--- src/rtl/pio_in_pkg.sv ---
// Shared constants for the debounced input PIO: register word addresses
// and the debounce counter width helper.
package pio_in_pkg;

   localparam logic [2:0] ADDR_DATA = 3'd0;
   localparam logic [2:0] ADDR_RAW  = 3'd1;
   localparam logic [2:0] ADDR_MASK = 3'd2;
   localparam logic [2:0] ADDR_CAPT = 3'd3;
   localparam logic [2:0] ADDR_RISE = 3'd4;
   localparam logic [2:0] ADDR_FALL = 3'd5;

   // Bits needed to hold 0..cycles; never narrower than one bit.
   function automatic int cnt_width(input int cycles);
      return (cycles < 1) ? 1 : $clog2(cycles + 1);
   endfunction

endpackage

--- src/rtl/pio_debounced_in_if.sv ---
// Avalon-MM slave bus bundle for the debounced input PIO.
interface pio_debounced_in_if;

   logic [2:0]  address;
   logic        chipselect;
   logic        write_n;
   logic [31:0] writedata;
   logic [31:0] readdata;

   modport master (
      output address, chipselect, write_n, writedata,
      input  readdata
   );

   modport slave (
      input  address, chipselect, write_n, writedata,
      output readdata
   );

endinterface

--- src/rtl/pio_debounce_cell.sv ---
// One input channel: 2-FF synchroniser followed by a hold-time debouncer.
// update is high in the cycle whose clock edge moves level to raw.
module pio_debounce_cell
   import pio_in_pkg::*;
#(
   parameter int DEBOUNCE_CYCLES = 16
) (
   input  logic clk,
   input  logic reset_n,
   input  logic din,
   output logic raw,
   output logic level,
   output logic update
);

   localparam int             CW       = cnt_width(DEBOUNCE_CYCLES);
   localparam logic [CW-1:0]  CNT_LAST = CW'(DEBOUNCE_CYCLES - 1);
   localparam logic [CW-1:0]  CNT_ONE  = CW'(1);

   logic          sync1_q, sync1_d;
   logic          sync2_q, sync2_d;
   logic          st_q, st_d;
   logic [CW-1:0] cnt_q, cnt_d;

   // Next-state: count consecutive cycles the synchronised input disagrees
   // with the accepted level; accept it once the run is long enough.
   always_comb begin
      sync1_d = din;
      sync2_d = sync1_q;
      st_d    = st_q;
      cnt_d   = cnt_q;
      update  = 1'b0;
      if (sync2_q == st_q) begin
         cnt_d = '0;
      end else if (cnt_q == CNT_LAST) begin
         st_d   = sync2_q;
         cnt_d  = '0;
         update = 1'b1;
      end else begin
         cnt_d = cnt_q + CNT_ONE;
      end
   end

   // State registers; reset drops any debounce run without an update.
   always_ff @(posedge clk) begin
      if (!reset_n) begin
         sync1_q <= 1'b0;
         sync2_q <= 1'b0;
         st_q    <= 1'b0;
         cnt_q   <= '0;
      end else begin
         sync1_q <= sync1_d;
         sync2_q <= sync2_d;
         st_q    <= st_d;
         cnt_q   <= cnt_d;
      end
   end

   assign raw   = sync2_q;
   assign level = st_q;

endmodule

--- src/rtl/pio_debounced_in.sv ---
// Debounced edge-capture input PIO on an Avalon-MM slave port.
// Per-channel debounce cells feed a register file with W1C edge capture
// and a masked level interrupt.
module pio_debounced_in
   import pio_in_pkg::*;
#(
   parameter int WIDTH           = 8,
   parameter int DEBOUNCE_CYCLES = 16
) (
   input  logic               clk,
   input  logic               reset_n,
   pio_debounced_in_if.slave  bus,
   input  logic [WIDTH-1:0]   in_port,
   output logic               irq
);

   logic [WIDTH-1:0] raw, level, upd;
   logic [WIDTH-1:0] rise_ev, fall_ev, clr;
   logic [WIDTH-1:0] wdata;
   logic             wr_en;
   logic             unused_wdata;

   logic [WIDTH-1:0] mask_q, mask_d;
   logic [WIDTH-1:0] capt_q, capt_d;
   logic [WIDTH-1:0] rise_q, rise_d;
   logic [WIDTH-1:0] fall_q, fall_d;
   logic [31:0]      rdata_q, rdata_d;

   genvar g;
   generate
      for (g = 0; g < WIDTH; g++) begin : g_ch
         pio_debounce_cell #(
            .DEBOUNCE_CYCLES(DEBOUNCE_CYCLES)
         ) u_cell (
            .clk    (clk),
            .reset_n(reset_n),
            .din    (in_port[g]),
            .raw    (raw[g]),
            .level  (level[g]),
            .update (upd[g])
         );
      end
   endgenerate

   assign wr_en        = bus.chipselect & ~bus.write_n;
   assign wdata        = bus.writedata[WIDTH-1:0];
   assign unused_wdata = ^bus.writedata;

   // On an update the new level equals raw, so raw selects rise vs fall.
   assign rise_ev = upd &  raw & rise_q;
   assign fall_ev = upd & ~raw & fall_q;

   // Register file next-state; capture sets override same-cycle clears.
   always_comb begin
      mask_d = mask_q;
      rise_d = rise_q;
      fall_d = fall_q;
      clr    = '0;
      if (wr_en) begin
         case (bus.address)
            ADDR_MASK: mask_d = wdata;
            ADDR_CAPT: clr    = wdata;
            ADDR_RISE: rise_d = wdata;
            ADDR_FALL: fall_d = wdata;
            default:   ;
         endcase
      end
      capt_d = (capt_q & ~clr) | rise_ev | fall_ev;
   end

   // Read mux, registered every cycle regardless of chipselect.
   always_comb begin
      rdata_d = '0;
      case (bus.address)
         ADDR_DATA: rdata_d = 32'(level);
         ADDR_RAW:  rdata_d = 32'(raw);
         ADDR_MASK: rdata_d = 32'(mask_q);
         ADDR_CAPT: rdata_d = 32'(capt_q);
         ADDR_RISE: rdata_d = 32'(rise_q);
         ADDR_FALL: rdata_d = 32'(fall_q);
         default:   rdata_d = '0;
      endcase
   end

   // Register state; edge enables come up as any-edge.
   always_ff @(posedge clk) begin
      if (!reset_n) begin
         mask_q  <= '0;
         capt_q  <= '0;
         rise_q  <= '1;
         fall_q  <= '1;
         rdata_q <= '0;
      end else begin
         mask_q  <= mask_d;
         capt_q  <= capt_d;
         rise_q  <= rise_d;
         fall_q  <= fall_d;
         rdata_q <= rdata_d;
      end
   end

   assign bus.readdata = rdata_q;
   assign irq          = |(capt_q & mask_q);

endmodule

--- src/flat_wrapper.sv ---
// flat-port wrapper written by rule: the top's interface ports become plain ports
module pio_debounced_in_flat import pio_in_pkg::*;
#(
   parameter int WIDTH           = 8,
   parameter int DEBOUNCE_CYCLES = 16
)
  (clk, reset_n, in_port, irq, bus_address, bus_chipselect, bus_write_n, bus_writedata, bus_readdata);
  pio_debounced_in_if bus_i ();
  input  logic clk;
  input  logic reset_n;
  input  logic [WIDTH-1:0] in_port;
  output logic irq;
  input wire logic [$bits(bus_i.address)-1:0] bus_address;
  input wire logic [$bits(bus_i.chipselect)-1:0] bus_chipselect;
  input wire logic [$bits(bus_i.write_n)-1:0] bus_write_n;
  input wire logic [$bits(bus_i.writedata)-1:0] bus_writedata;
  output wire logic [$bits(bus_i.readdata)-1:0] bus_readdata;
  assign bus_i.address = bus_address;
  assign bus_i.chipselect = bus_chipselect;
  assign bus_i.write_n = bus_write_n;
  assign bus_i.writedata = bus_writedata;
  assign bus_readdata = bus_i.readdata;
  pio_debounced_in #(.WIDTH(WIDTH), .DEBOUNCE_CYCLES(DEBOUNCE_CYCLES)) u_core (.clk(clk), .reset_n(reset_n), .bus(bus_i), .in_port(in_port), .irq(irq));
endmodule
--- config.mk ---
export PLATFORM = sky130hd
export DESIGN_NAME = pio_debounced_in_flat
export DESIGN_NICKNAME = d
export VERILOG_FILES = /design/src/rtl/pio_in_pkg.sv /design/src/rtl/pio_debounced_in_if.sv /design/src/rtl/pio_debounce_cell.sv /design/src/rtl/pio_debounced_in.sv /design/src/flat_wrapper.sv
export SDC_FILE = /design/constraint.sdc
export NUM_CORES = 1
export LEC_CHECK = 0
export BUFFER_PORTS_ARGS = -buffer_cell sky130_fd_sc_hd__buf_2
export CAP_MARGIN = 40
export CORE_UTILIZATION = 40
export DETAILED_ROUTE_END_ITERATION = 8
export PLACE_DENSITY = 0.6
export REMOVE_ABC_BUFFERS = 1
export SLEW_MARGIN = 5
export SYNTH_ARGS = -nofsm -noshare
export SYNTH_HDL_FRONTEND = slang
export SYNTH_SLANG_ARGS = --single-unit
--- constraint.sdc ---
create_clock -name clk -period 1.35 [get_ports clk]
set_clock_uncertainty 0.1 [all_clocks]
set_input_delay 0 -clock clk [delete_from_list [all_inputs] [get_ports clk]]
set_output_delay 0 -clock clk [all_outputs]
set_load 0.005 [all_outputs]
### After elaboration in Yosys (flattened, before gate mapping)

Cells that the tools add are included.
W data, S select, Z words.

| word-level totals | value |
|---|---|
| memories kept | 0 |
| register bits | 128 |
| logic and storage cells | 127 |
| input bits | 47 |
| memory bits (read-only) | 0 |
| memory bits (writable) | 0 |
| latch bits | 0 |

| operators by class | value |
|---|---|
| reduce and logical (&&, ||, !) cells | 21 |
| shift-type cells | 0 |
| add/sub/neg operators | 8 |
| $lt $le $gt $ge | 0 |
| bitwise gates (word level) | 21 |
| div/mod/pow operators | 0 |
| multiplexer cells | 19 |
| equal/unequal tests | 21 |
| multiply operators | 0 |

Operators with widths:

| cell | number |
|---|---|
| $and A8 B8 Y8 | 6 |
| $pmux W8 S6 | 1 |
| $add A5 B1 Y5 const B | 8 |
| $eq A5 B4 Y1 const B | 8 |
| $reduce_or A3 Y1 | 8 |
| $reduce_and A2 Y1 | 11 |
| $mux W1 | 16 |
| $mux W8 | 2 |
| $not A8 Y8 | 2 |
| $or A8 B8 Y8 | 2 |
| $not A1 Y1 | 10 |
| $eq A1 B1 Y1 | 8 |
| $reduce_or A8 Y1 | 1 |
| $eq A3 B2 Y1 const B | 2 |
| $eq A3 B3 Y1 const B | 2 |
| $eq A3 B1 Y1 const B | 1 |
| $logic_not A3 Y1 | 1 |
| $and A1 B1 Y1 | 1 |

### Depth between registers and ports, before layout

| depth | value |
|---|---|
| depth in word-level cells | 7 |
| depth in mapped cells | 6 |
| depth with buffers taken out | 6 |

### By module

A second synthesis with hierarchy kept.

| second synthesis, totals | value |
|---|---|
| cell total of the unflattened synthesis | 471 |
| area, all modules | 4710.8 µm² |

Modules (own cells, without submodules):

| module | sequential area each (µm²) | cells each | area each (µm²) | times used |
|---|---|---|---|---|
| pio_debounce_cell | 160.2 | 28 | 296.5 | 8 |
| pio_debounced_in | 800.8 | 247 | 2338.5 | 1 |

### Worst setup path before layout

No wires, ideal clock.

| timing | value |
|---|---|
| kind | reg-to-reg |
| start point | register u_core.g_ch[0].u_cell.cnt_q[0] |
| end point | register u_core.capt_q[0] |
| stages on the path, launching flop included | 7 |
| data required time | 1.134 ns |
| library setup time | 0.116 ns |
| clock period less this slack | 1.392 ns |
| path buffers | 0 |
| arrival | 1.176 ns |
| path slack | -0.042 ns |
| cells stage by stage | dfxtp_1 -> ha_1 -> and3_1 -> ha_1 -> nand2_1 -> a21oi_1 -> a31o_2 |

| on the way | value |
|---|---|
| longest elaborated chain between the ends | 7 |

Ends and longest elaborated chain:

| item | RTL line | text |
|---|---|---|
| start, declared | pio_debounce_cell.sv:23 | `logic [CW-1:0] cnt_q, cnt_d;` |
| start signal, assigned | pio_debounce_cell.sv:55 | `cnt_q <= cnt_d;` |
| $eq A5 B4 Y1 * | pio_debounce_cell.sv:35 | `end else if (cnt_q == CNT_LAST) begin` |
| $mux W1 * | pio_debounce_cell.sv:35 |  |
| $mux W1 * | pio_debounce_cell.sv:33 | `if (sync2_q == st_q) begin` |
| $and A8 B8 Y8 (2 in a row) | pio_debounced_in.sv:50 | `assign rise_ev = upd & raw & rise_q;` |
| $or A8 B8 Y8 | pio_debounced_in.sv:68 | `capt_d = (capt_q & ~clr) \| rise_ev \| fall_ev;` |
| $or A8 B8 Y8 * | pio_debounced_in.sv:68 |  |
| end signal, assigned | pio_debounced_in.sv:95 | `capt_q <= capt_d;` |
| end, declared | pio_debounced_in.sv:24 | `logic [WIDTH-1:0] capt_q, capt_d;` |

Every way passes the cells marked *; elsewhere a longest branch is shown, timed or not.
A chain may end at the register's enable or synchronous reset.

### Final worst setup path

| timing | value |
|---|---|
| start point | register u_core.g_ch[1].u_cell.cnt_q[0] |
| end point | register u_core.g_ch[1].u_cell.cnt_q[0] |

| on the way | value |
|---|---|
| longest elaborated chain between the ends | 2 |

Ends and longest elaborated chain:

| item | RTL line |
|---|---|
| start, declared | pio_debounce_cell.sv:23 |
| start signal, assigned | pio_debounce_cell.sv:55 |
| parallel branches: the longest is 2 deep, another holds $add A5 B1 Y5 | -- |

Parallel ways; which one is timed is not known.

==> results.cfg <==
[status]
outcome = finished, violations left
violations = negative setup slack

[power_and_ir_drop]
power_density_nw_per_um2 = 1070
p_int_mw = 5.04
p_clk_share_pct = 43.9
vdd_drop_max_mv = 0.983
p_total_mw = 6.36
power_frac_comb_pct = 6.4
power_leakage_nw = 2.40
seq_power_share_pct = 49.6
power_switching_mw = 1.32
switching_share_pct = 20.8

[logic_synthesis]
synthCells = 482
synth-xor-area-share_pct = 4.53
synth_edf_count = 0
synth_largest_area_cell = dfxtp_1
async_reset_ff_share_pct = 0
synthMuxAreaShare_pct = 11.0
synth.area.top_cells = dfxtp_1 45%, mux2i_1 11%, nor2b_1 4.4%
ys_seq_area_share_pct = 44.9
synth_top_family_by_area = simple AND/OR/NAND/NOR gates
synth_top_area_share_pct = 44.9
ys_dominant_reg_cell = dfxtp_1
synth_simple_gate_area_share_pct = 21.4
synth_cell_types = 33
yosysWarnings = 0
synth_area_sq_um = 4640
synth-seq-cells = 104
avgSynthCellArea_sq_um = 9.63
synthAdderAreaFrac_pct = 4.31
synth_compound_area_share_pct = 5.98

[floorplan]
num_rows = 38
core-area_sq_um = 11100
io_pins = 80
die_area_sq_um = 12000
die_x_um = 110
die-height_um = 110
start_util_pct = 41.9

[layout]
final_cells = 716
nFillCells = 998
multi_input_area_sq_um = 2550
syn_to_final_growth_pct = 28.4
final_util_pct = 53.8
antennaDiodeCount = 0
seq_area_sq_um = 2110
fin_nets = 635
layout_common_cells = 85 x dfxtp_1, 51 x mux2i_1, 49 x buf_4
layout_commonest_cell = dfxtp_1
fin_area_sq_um = 5960
layout-drive-gt1-share_pct = 27.4

[job]
max_cap_violations = 0

[critical_path]
r2r-end = u_core.g_ch[1].u_cell.cnt_q[0]$_SDFF_PP0_
crit_arrival_ns = 1.58
start_kind = register
required_ns = 1.52
reg2reg_depth = 5
reg2reg_from = u_core.g_ch[1].u_cell.cnt_q[0]$_SDFF_PP0_
path_max_fanout = 5
critPathKind = reg2reg
critical_path.endpoint_type = register
r2r_slack_ns = -0.06

[place]
globalplace.congestion = 0.801
io_buffers = 31
place_area_sq_um = 5040
dp_hpwl_um = 6530
place_inst = 669
preCtsSetupSlack_ns = -0.147

[routing]
drc = 0
ant_nets = 0
firstDrtPassIters = 4
via_per_inst = 4.80
wl_per_cell_um = 13.3
finalWirelength_um = 9510
initialDrtViolationCount = 121
via_count = 3439

[sta]
max_freq_mhz = 710
whs_ns = 0.0350
rsz0062_at_grt = yes
hold_viol = 0
setup_ws_ns = -0.0593
slew_violations = 0
fin_crit_sh_pct = 104
period_needed_ns = 1.41
fin_setup_tns_ns = -0.281
finalSetupViolations = 17

[grt]
grt_overflow = 0
grt_pass1_vias = 3338
grt_pass1_wl_um = 15600
grt_max_degree = 31
antenna_found_initial = 0
grtUsageTotal_pct = 16.9

[clock_tree]
htree_levels = 3
cts_buffers = 9
cts_tree = yes
path_clk_slew_ns = 0.07
cts_root_buf = clkbuf_16
clk_latency_ns = 0.34
cts_buffer_depth = 2
clock-sinks = 104

[hold_path]
hp-class = in2reg
worst_hold_path.num_cells = 3
worstHoldEndpoint = u_core.capt_q[4]$_SDFF_PN0_
worstHoldStart = bus_address[0]
==> cell usage after synthesis (9+ instances only) <==
cell type    n
xor2_1      16
ha_1        16
mux2i_1     51
dfxtp_1    104
nand3_1     16
buf_2        9
inv_1       17
and2_1      18
nor2_1      44
nor2b_1     33
buf_4       24
nand2_1     31
nand3b_1    27
==> how the worst max path moves through the flow <==
stage                                                    from                                         to  slack [ns]
finish              u_core.g_ch[1].u_cell.cnt_q[0]$_SDFF_PP0_  u_core.g_ch[1].u_cell.cnt_q[0]$_SDFF_PP0_       -0.06
global route        u_core.g_ch[1].u_cell.cnt_q[0]$_SDFF_PP0_  u_core.g_ch[1].u_cell.cnt_q[2]$_SDFF_PP0_       -0.13
CTS                 u_core.g_ch[4].u_cell.cnt_q[1]$_SDFF_PP0_  u_core.g_ch[4].u_cell.cnt_q[0]$_SDFF_PP0_       -0.04
detailed placement  u_core.g_ch[1].u_cell.cnt_q[0]$_SDFF_PP0_  u_core.g_ch[1].u_cell.cnt_q[2]$_SDFF_PP0_       -0.15
global placement    u_core.g_ch[4].u_cell.cnt_q[0]$_SDFF_PP0_  u_core.g_ch[4].u_cell.cnt_q[3]$_SDFF_PP0_       -0.10
floorplan                                         bus_write_n              u_core.fall_q[0]$_SDFFE_PN1P_       -0.14
==> layout make-up <==
| cell class | instances | share of cell area (%) |
|---|---|---|
| sequential | 104 | 35.3 |
| inverter | 17 | 1.07 |
| multi-input combinational | 339 | 42.9 |
| tap | 140 | 2.94 |
| clock inverter | 3 | 1.09 |
| timing repair buffer | 101 | 12.4 |
| clock buffer | 12 | 4.30 |
==> critical path, stage by stage, from the launching register on <==
cell and delay, ns:
dfxtp_2 0.34, ha_4 0.15, and3_4 0.18, ha_4 0.16
nand3b_1 0.25, nor2_1 0.16
==> logic make-up (layout without fill, tap and decap cells) <==
logic type,count (synthesis),count (layout)
AOI/OAI and AO/OA,39,39
xor gates and xnor gates,24,24
adders and majority gates,16,16
buffers and inverters,62,133
DFF,104,104
muxes,51,51
other,1,24
and+or+nand+nor,185,185
==> sequential cells by signal (all words and copies together) (netlist names) <==
register,cells
u_core.bus.readdata,8
u_core.capt_q,8
u_core.fall_q,8
u_core.g_ch.u_cell.cnt_q,40
u_core.g_ch.u_cell.level,8
u_core.g_ch.u_cell.raw,8
u_core.g_ch.u_cell.sync1_q,8
u_core.mask_q,8
u_core.rise_q,8
==> power by group through the flow <==
stage | logic (mW) | registers (mW) | clock network (mW)
2_1_floorplan | 0.163 | 3.22 | 0
3_3_place_gp | 0.363 | 3.22 | 0
3_5_place_dp | 0.367 | 3.22 | 0
4_1_cts | 0.408 | 3.16 | 2.86
5_1_grt | 0.457 | 3.16 | 2.95
6_report | 0.409 | 3.16 | 2.79
==> routing by layer <==
metal | track usage [%] | wire (um) | vias to the layer above
li1 | - | - | 1745
met1 | 20.3 | 4460 | 1623
met2 | 29.5 | 4590 | 63
met3 | 3.73 | 346 | 8
met4 | 6.29 | 124 | 0
met5 | 0 | 0 | -
==> timing repair <==
action                     4_1_cts  5_1_grt
resized for setup               53       19
setup buffers                   11        5
hold buffers                    16        0
hold endpoints to repair        40        0
setup endpoints to repair       46       53
gates cloned                     0        0
pin swaps                       30       18
Power figures use the tool's default switching activity.
